==> src/rtl/barrett_share_ctrl.sv <==
// barrett_share_ctrl: shares one fixed-latency pipelined Barrett reducer among N requesters.
//
// Holds the active modulus (q, mu). A new configuration is accepted only once the reducer
// pipeline is empty. Requests are arbitrated round-robin and issued one per cycle. Each
// issued lane ID travels down a tag pipe alongside the reducer, so that the result can be
// routed back to the requester that issued it.
//
// Ports:
//   clk, rstn              clock, asynchronous active-low reset
//   cfg_valid/q/mu/ready   modulus configuration handshake
//   req_valid/x/ready      per-lane operand requests; req_ready is a one-hot grant
//   red_valid/x/q/mu       operand and active modulus driven to the reducer
//   red_r                  reducer result, LAT cycles after red_valid
//   rsp_valid/rsp_r        one-hot result strobe and result value (LAT+2 after the grant)
//   busy                   work pending, or not in the run state
//
// Build option: define BARRETT_SHARE_FINAL_SUB_EN to apply a final conditional subtraction
// of q to red_r before the response register.

module barrett_share_ctrl #(
    parameter int unsigned N   = 4,
    parameter int unsigned LAT = 3
) (
    input  logic              clk,
    input  logic              rstn,
    input  logic              cfg_valid,
    input  logic [47:0]       cfg_q,
    input  logic [52:0]       cfg_mu,
    output logic              cfg_ready,
    input  logic [N-1:0]      req_valid,
    input  logic [N*96-1:0]   req_x,
    output logic [N-1:0]      req_ready,
    output logic              red_valid,
    output logic [95:0]       red_x,
    output logic [47:0]       red_q,
    output logic [52:0]       red_mu,
    input  logic [48:0]       red_r,
    output logic [N-1:0]      rsp_valid,
    output logic [48:0]       rsp_r,
    output logic              busy
);

    localparam int unsigned IdW  = (N > 1) ? $clog2(N) : 1;
    localparam int unsigned IdxW = IdW + 1;
    localparam int unsigned InfW = $clog2(LAT + 3);

    typedef enum logic [1:0] {StUncfg, StRun, StDrain} state_e;

    state_e                  state_q, state_d;
    logic [47:0]             q_q, q_d;
    logic [52:0]             mu_q, mu_d;
    logic [IdW-1:0]          ptr_q, ptr_d;
    logic                    red_valid_q, red_valid_d;
    logic [95:0]             red_x_q, red_x_d;
    logic [IdW-1:0]          red_id_q, red_id_d;
    logic [LAT-1:0]          tag_vld_q, tag_vld_d;
    logic [LAT-1:0][IdW-1:0] tag_id_q, tag_id_d;
    logic [N-1:0]            rsp_valid_q, rsp_valid_d;
    logic [48:0]             rsp_r_q, rsp_r_d;
    logic [InfW-1:0]         inflight_q, inflight_d;

    logic [N-1:0][95:0]      req_x_lanes;
    logic                    gnt_found;
    logic [IdW-1:0]          gnt_id;
    logic [IdxW-1:0]         scan_idx;
    logic                    grant;
    logic                    cfg_rdy;
    logic                    cfg_hs;
    logic                    drained;
    logic [48:0]             r_fixed;

    assign req_x_lanes = req_x;

    // First requesting lane at or after the pointer, wrapping modulo N.
    always_comb begin
        gnt_found = 1'b0;
        gnt_id    = '0;
        scan_idx  = '0;
        for (int unsigned k = 0; k < N; k++) begin
            scan_idx = IdxW'(ptr_q) + IdxW'(k);
            if (scan_idx >= IdxW'(N)) begin
                scan_idx = scan_idx - IdxW'(N);
            end
            if (!gnt_found && req_valid[scan_idx[IdW-1:0]]) begin
                gnt_found = 1'b1;
                gnt_id    = scan_idx[IdW-1:0];
            end
        end
    end

    assign grant = (state_q == StRun) && gnt_found;

    // An operand sitting in the issue register is not yet counted in inflight_q but is
    // already committed to the reducer, so it also blocks reconfiguration.
    assign drained = (inflight_q == '0) && !red_valid_q;

    always_comb begin
        cfg_rdy = 1'b0;
        unique case (state_q)
            StUncfg: cfg_rdy = 1'b1;
            StRun:   cfg_rdy = 1'b0;
            StDrain: cfg_rdy = drained;
            default: cfg_rdy = 1'b0;
        endcase
    end

    assign cfg_hs = cfg_valid && cfg_rdy;

    // Configuration FSM.
    always_comb begin
        state_d = state_q;
        q_d     = q_q;
        mu_d    = mu_q;
        unique case (state_q)
            StUncfg: if (cfg_hs) state_d = StRun;
            StRun:   if (cfg_valid) state_d = StDrain;
            StDrain: if (cfg_hs) state_d = StRun;
            default: state_d = StUncfg;
        endcase
        if (cfg_hs) begin
            q_d  = cfg_q;
            mu_d = cfg_mu;
        end
    end

    // Issue stage and round-robin pointer.
    always_comb begin
        red_valid_d = grant;
        red_id_d    = gnt_id;
        red_x_d     = grant ? req_x_lanes[gnt_id] : red_x_q;
        ptr_d       = ptr_q;
        if (grant) begin
            ptr_d = (gnt_id == IdW'(N - 1)) ? '0 : gnt_id + 1'b1;
        end
    end

    // Tag pipe: stage LAT-1 lines up with red_r for the matching operand.
    always_comb begin
        tag_vld_d    = tag_vld_q;
        tag_id_d     = tag_id_q;
        tag_vld_d[0] = red_valid_q;
        tag_id_d[0]  = red_id_q;
        for (int unsigned i = 1; i < LAT; i++) begin
            tag_vld_d[i] = tag_vld_q[i-1];
            tag_id_d[i]  = tag_id_q[i-1];
        end
    end

`ifdef BARRETT_SHARE_FINAL_SUB_EN
    assign r_fixed = (red_r >= {1'b0, q_q}) ? red_r - {1'b0, q_q} : red_r;
`else
    assign r_fixed = red_r;
`endif

    always_comb begin
        rsp_valid_d = '0;
        rsp_r_d     = '0;
        if (tag_vld_q[LAT-1]) begin
            rsp_valid_d = N'(1) << tag_id_q[LAT-1];
            rsp_r_d     = r_fixed;
        end
    end

    always_comb begin
        inflight_d = inflight_q;
        if (red_valid_q && !(|rsp_valid_q)) begin
            inflight_d = inflight_q + 1'b1;
        end else if (!red_valid_q && (|rsp_valid_q)) begin
            inflight_d = inflight_q - 1'b1;
        end
    end

    always_ff @(posedge clk or negedge rstn) begin
        if (!rstn) begin
            state_q     <= StUncfg;
            q_q         <= '0;
            mu_q        <= '0;
            ptr_q       <= '0;
            red_valid_q <= 1'b0;
            red_x_q     <= '0;
            red_id_q    <= '0;
            tag_vld_q   <= '0;
            tag_id_q    <= '0;
            rsp_valid_q <= '0;
            rsp_r_q     <= '0;
            inflight_q  <= '0;
        end else begin
            state_q     <= state_d;
            q_q         <= q_d;
            mu_q        <= mu_d;
            ptr_q       <= ptr_d;
            red_valid_q <= red_valid_d;
            red_x_q     <= red_x_d;
            red_id_q    <= red_id_d;
            tag_vld_q   <= tag_vld_d;
            tag_id_q    <= tag_id_d;
            rsp_valid_q <= rsp_valid_d;
            rsp_r_q     <= rsp_r_d;
            inflight_q  <= inflight_d;
        end
    end

    assign req_ready = grant ? (N'(1) << gnt_id) : '0;
    // Gated so that every output reads 0 while reset is held.
    assign cfg_ready = rstn && cfg_rdy;
    assign busy      = rstn && ((state_q != StRun) || (inflight_q != '0) || red_valid_q);
    assign red_valid = red_valid_q;
    assign red_x     = red_x_q;
    assign red_q     = q_q;
    assign red_mu    = mu_q;
    assign rsp_valid = rsp_valid_q;
    assign rsp_r     = rsp_r_q;

endmodule
==> config.mk <==
export PLATFORM = sky130hd
export DESIGN_NAME = barrett_share_ctrl
export DESIGN_NICKNAME = d
export VERILOG_FILES = /design/src/rtl/barrett_share_ctrl.sv
export SDC_FILE = /design/constraint.sdc
export NUM_CORES = 1
export LEC_CHECK = 0
export CORE_AREA = 5 5 306 308
export DETAILED_ROUTE_END_ITERATION = 16
export DIE_AREA = 0 0 311 313
export PLACE_DENSITY = 0.45
export SYNTH_ARGS = -nofsm -noshare
export SYNTH_HDL_FRONTEND = slang
export SYNTH_SLANG_ARGS = --single-unit
==> constraint.sdc <==
create_clock -name clk -period 2.5 [get_ports clk]
set_input_delay 0.5 -clock clk [delete_from_list [all_inputs] [get_ports clk]]
set_output_delay 0.5 -clock clk [all_outputs]
set_load 0.05 [all_outputs]
==> results.py <==
metrics = {
    "die": {
        "fp.dieH_um": 313,
        "rows": 111,
        "boundaryPins": 798,
        "start_util": 0.1454,
        "die_w_um": 311,
        "core-area_um2": 90830,
        "dieArea_um2": 97340,
    },
    "grt": {
        "grt_start_max_net_pins": 128,
        "grt_pass1_wl_um": 105600,
        "gr-usage-all-layers": 0.1441,
        "antenna_found_initial": 12,
        "grt_pass1_vias": 14548,
        "grt-ovfl-total": 0,
    },
    "power": {
        "ir_drop_uv": 397.7,
        "power.density_nw_per_um2": 1315,
        "power_w": 0.03265,
        "p_leak_nw": 9.661,
    },
    "outcome": {
        "status": "complete, but fails checks",
        "violations": "negative setup slack",
    },
    "synth": {
        "yosysWarnings": 0,
        "synthCells": 1090,
        "synth_area_leaders": "dfrtp_1 51%, mux2_2 14%, a221o_1 7.3%, a211oi_1 5.5%, o31ai_1 5.5%",
        "netlist_area_um2": 13210,
        "synth_top_area_cell": "dfrtp_1",
        "syn_avg_cell_area_um2": 12.12,
        "yosysTopAreaCellShare": 0.5097,
        "synth-seq-area-share": 0.5097,
        "synth_nets": 1637,
        "synth-seq-cells": 269,
        "synth_cell_types": 36,
    },
    "layout": {
        "fin_nets": 2447,
        "final_cell_mix": "788 x clkdlybuf4s50_1, 268 x dfrtp_1, 168 x mux2_2",
        "layout_commonest_cell": "clkdlybuf4s50_1",
        "area_growth_pct": 88.02,
        "drive_above_1_share": 0.1929,
        "finalNonFillerCells": 3116,
    },
    "cts": {
        "clkTransAtPathRegs_ns": 0.05,
        "cts_tree": "yes",
        "cts-root-buf": "clkbuf_16",
        "ctsHtreeMaxLevel": 2,
        "clk_latency_ns": 0.55,
        "cts_sinks": 269,
        "cts_buffers": 38,
        "cts.path.max_buffers": 3,
    },
    "worst_setup_path": {
        "startpoint_type": "primary input",
        "crit_end": "req_ready[0]",
        "worstReg2RegStart": "ptr_q[1]",
        "worst-r2r-cell-count": 9,
        "arrival_ns": 2.35,
        "required_ns": 2.00,
        "end_kind": "output port",
        "crit_type": "in -> out",
        "critical_path.max_fanout": 5,
        "worstReg2RegEnd": "red_x[55]",
        "crit_path_start": "req_valid[2]",
        "reg2reg_slack_ns": 0.03,
    },
    "min_path": {
        "min_from": "red_id_q[0]",
        "worst_hold_path_type": "reg -> reg",
    },
    "drt": {
        "totalWireLength_um": 74540,
        "vias": 13260,
        "vias_per_cell": 4.255,
        "firstDrtPassIters": 5,
        "wire_per_inst_um": 23.92,
        "postRouteAntennaNets": 0,
        "drcViolationCount": 0,
        "initialDrtViolationCount": 757,
    },
    "sta": {
        "final.setup_skew_ns": 0.02236,
        "fmax_mhz": 351.5,
        "maxSlewHeadroom": 0.4789,
        "tightest_slew_ns": 0.7816,
        "hold_viol_final": 0,
        "rsz0062_at_grt": "yes",
        "fin_crit_sh": 1.138,
        "setup_slack_ns": -0.3453,
        "finalSetupViolations": 4,
        "final_max_slew_viol_count": 0,
        "min_period_ns": 2.845,
    },
    "flow_run": {
        "drv_cap": 0,
    },
    "placed_design": {
        "dp_hpwl_um": 57070,
        "place_congestion": 0.8355,
        "portBuffers": 797,
        "dp_cells": 3037,
    },
}
[power by group]
part,switching (W),internal (W)
Sequential,0.00111,0.00632
Combinational,0.0121,0.00767
Clock,0.00215,0.00332
Total,0.0154,0.0173
[worst min-delay path by stage]
stage	to	cells past startpoint
2_1_floorplan	inflight_q[0]	0
3_3_place_gp	tag_id_q[5]	0
3_5_place_dp	tag_id_d[3]	0
4_1_cts	tag_vld_q[1]	0
5_1_grt	tag_id_d[2]	0
6_report	tag_id_d[2]	0
[registers in the layout, indices dropped and copies added (netlist names)]
| register | flops |
|---|---|
| red_q | 48 |
| red_mu | 53 |
| tag_vld_q | 3 |
| red_id_q | 2 |
| red_x | 96 |
| ptr_q | 2 |
| tag_id_q | 2 |
| rsp_valid | 4 |
| inflight_q | 3 |
| tag_id_d | 4 |
| rsp_r | 49 |
| red_valid | 1 |
| state_q | 2 |
[synth_stat cells (all sizes together)]
| cell type | number |
|---|---|
| mux2 | 198 |
| o21a | 1 |
| nor3 | 1 |
| ha | 5 |
| a21o | 1 |
| a21boi | 1 |
| nor4 | 2 |
| dfrtp | 269 |
| a22o | 1 |
| and3b | 2 |
| nand2b | 3 |
| o21ai | 2 |
| a211oi | 97 |
| xor2 | 2 |
| buf | 28 |
| xnor2 | 2 |
| inv | 4 |
| nor2 | 9 |
| fa | 1 |
| nand4 | 96 |
| nand3b | 2 |
| a21oi | 3 |
| clkbuf | 102 |
| a221o | 96 |
| nor2b | 2 |
| and2 | 53 |
| or2 | 1 |
| nand2 | 7 |
| o31ai | 96 |
| nor3b | 2 |
| and3 | 1 |
[worst max-delay path, cell delays in order]
cell,delay [ns]
clkdlybuf4s50_1,0.53
buf_4,0.19
nor2_1,0.25
nand2_2,0.20
nand2_4,0.15
inv_1,0.08
buf_12,0.14
and2_4,0.16
buf_12,0.14
[stage by stage]
stage	hold WS [ns]	instance area, um2	setup slack, ns	setup TNS, ns	util
global route	0.3553	24820	-0.4352	-2.146	0.2732
detailed placement	0.3347	23290	-0.5925	-43.85	0.2564
global placement	0.3321	23290	-0.6695	-55.04	0.2564
CTS	0.3472	24710	-0.4182	-1.640	0.2721
floorplan	0.2044	13210	0.02632	0	-
finish	0.3451	24830	-0.3453	-1.375	0.2734
[area by class of cell]
cell class / instances / area (um2)
fillers: 9504 / 66000
well taps: 1186 / 1484
inverters: 4 / 30.03
clock buffers: 51 / 1071
diodes: 7 / 17.52
clock inverters: 12 / 165.2
flip-flops and latches: 269 / 6733
multi-input cells: 687 / 6131
repair buffers: 900 / 9199
[repair_timing]
item	4_1_cts	5_1_grt
gates resized for setup	38	7
hold buffers	1	0
endpoints found under the setup margin	101	14
buffers inserted	5	1
pin swaps	7	1
hold endpoints to repair	3	0
cloned	0	2
[metal layers]
| metal | global-route usage | wire [um] | part of all wire | up-vias |
|---|---|---|---|---|
| met3 | 0.04648 | 6057 | 0.081 | 86 |
| met5 | 0 | 48 | 0.00064 | - |
| li1 | - | - | - | 5938 |
| met2 | 0.2521 | 36630 | 0.49 | 626 |
| met1 | 0.1722 | 30150 | 0.40 | 6602 |
| met4 | 0.03466 | 1646 | 0.022 | 8 |
[kinds of logic (layout without fill, tap and decap cells)]
| family | count (synthesis) | in the layout | synth area share |
|---|---|---|---|
| AOI/OAI and AO/OA | 298 | 298 | 0.1867 |
| xor gates and xnor gates | 4 | 4 | 0.002653 |
| adders and majority gates | 6 | 6 | 0.006253 |
| buffers and inverters | 134 | 967 | 0.04159 |
| DFF | 269 | 269 | 0.5097 |
| muxes | 198 | 198 | 0.1688 |
| other | 0 | 7 | 0 |
| and+or+nand+nor | 181 | 181 | 0.08423 |
Power figures use the tool's default switching activity.
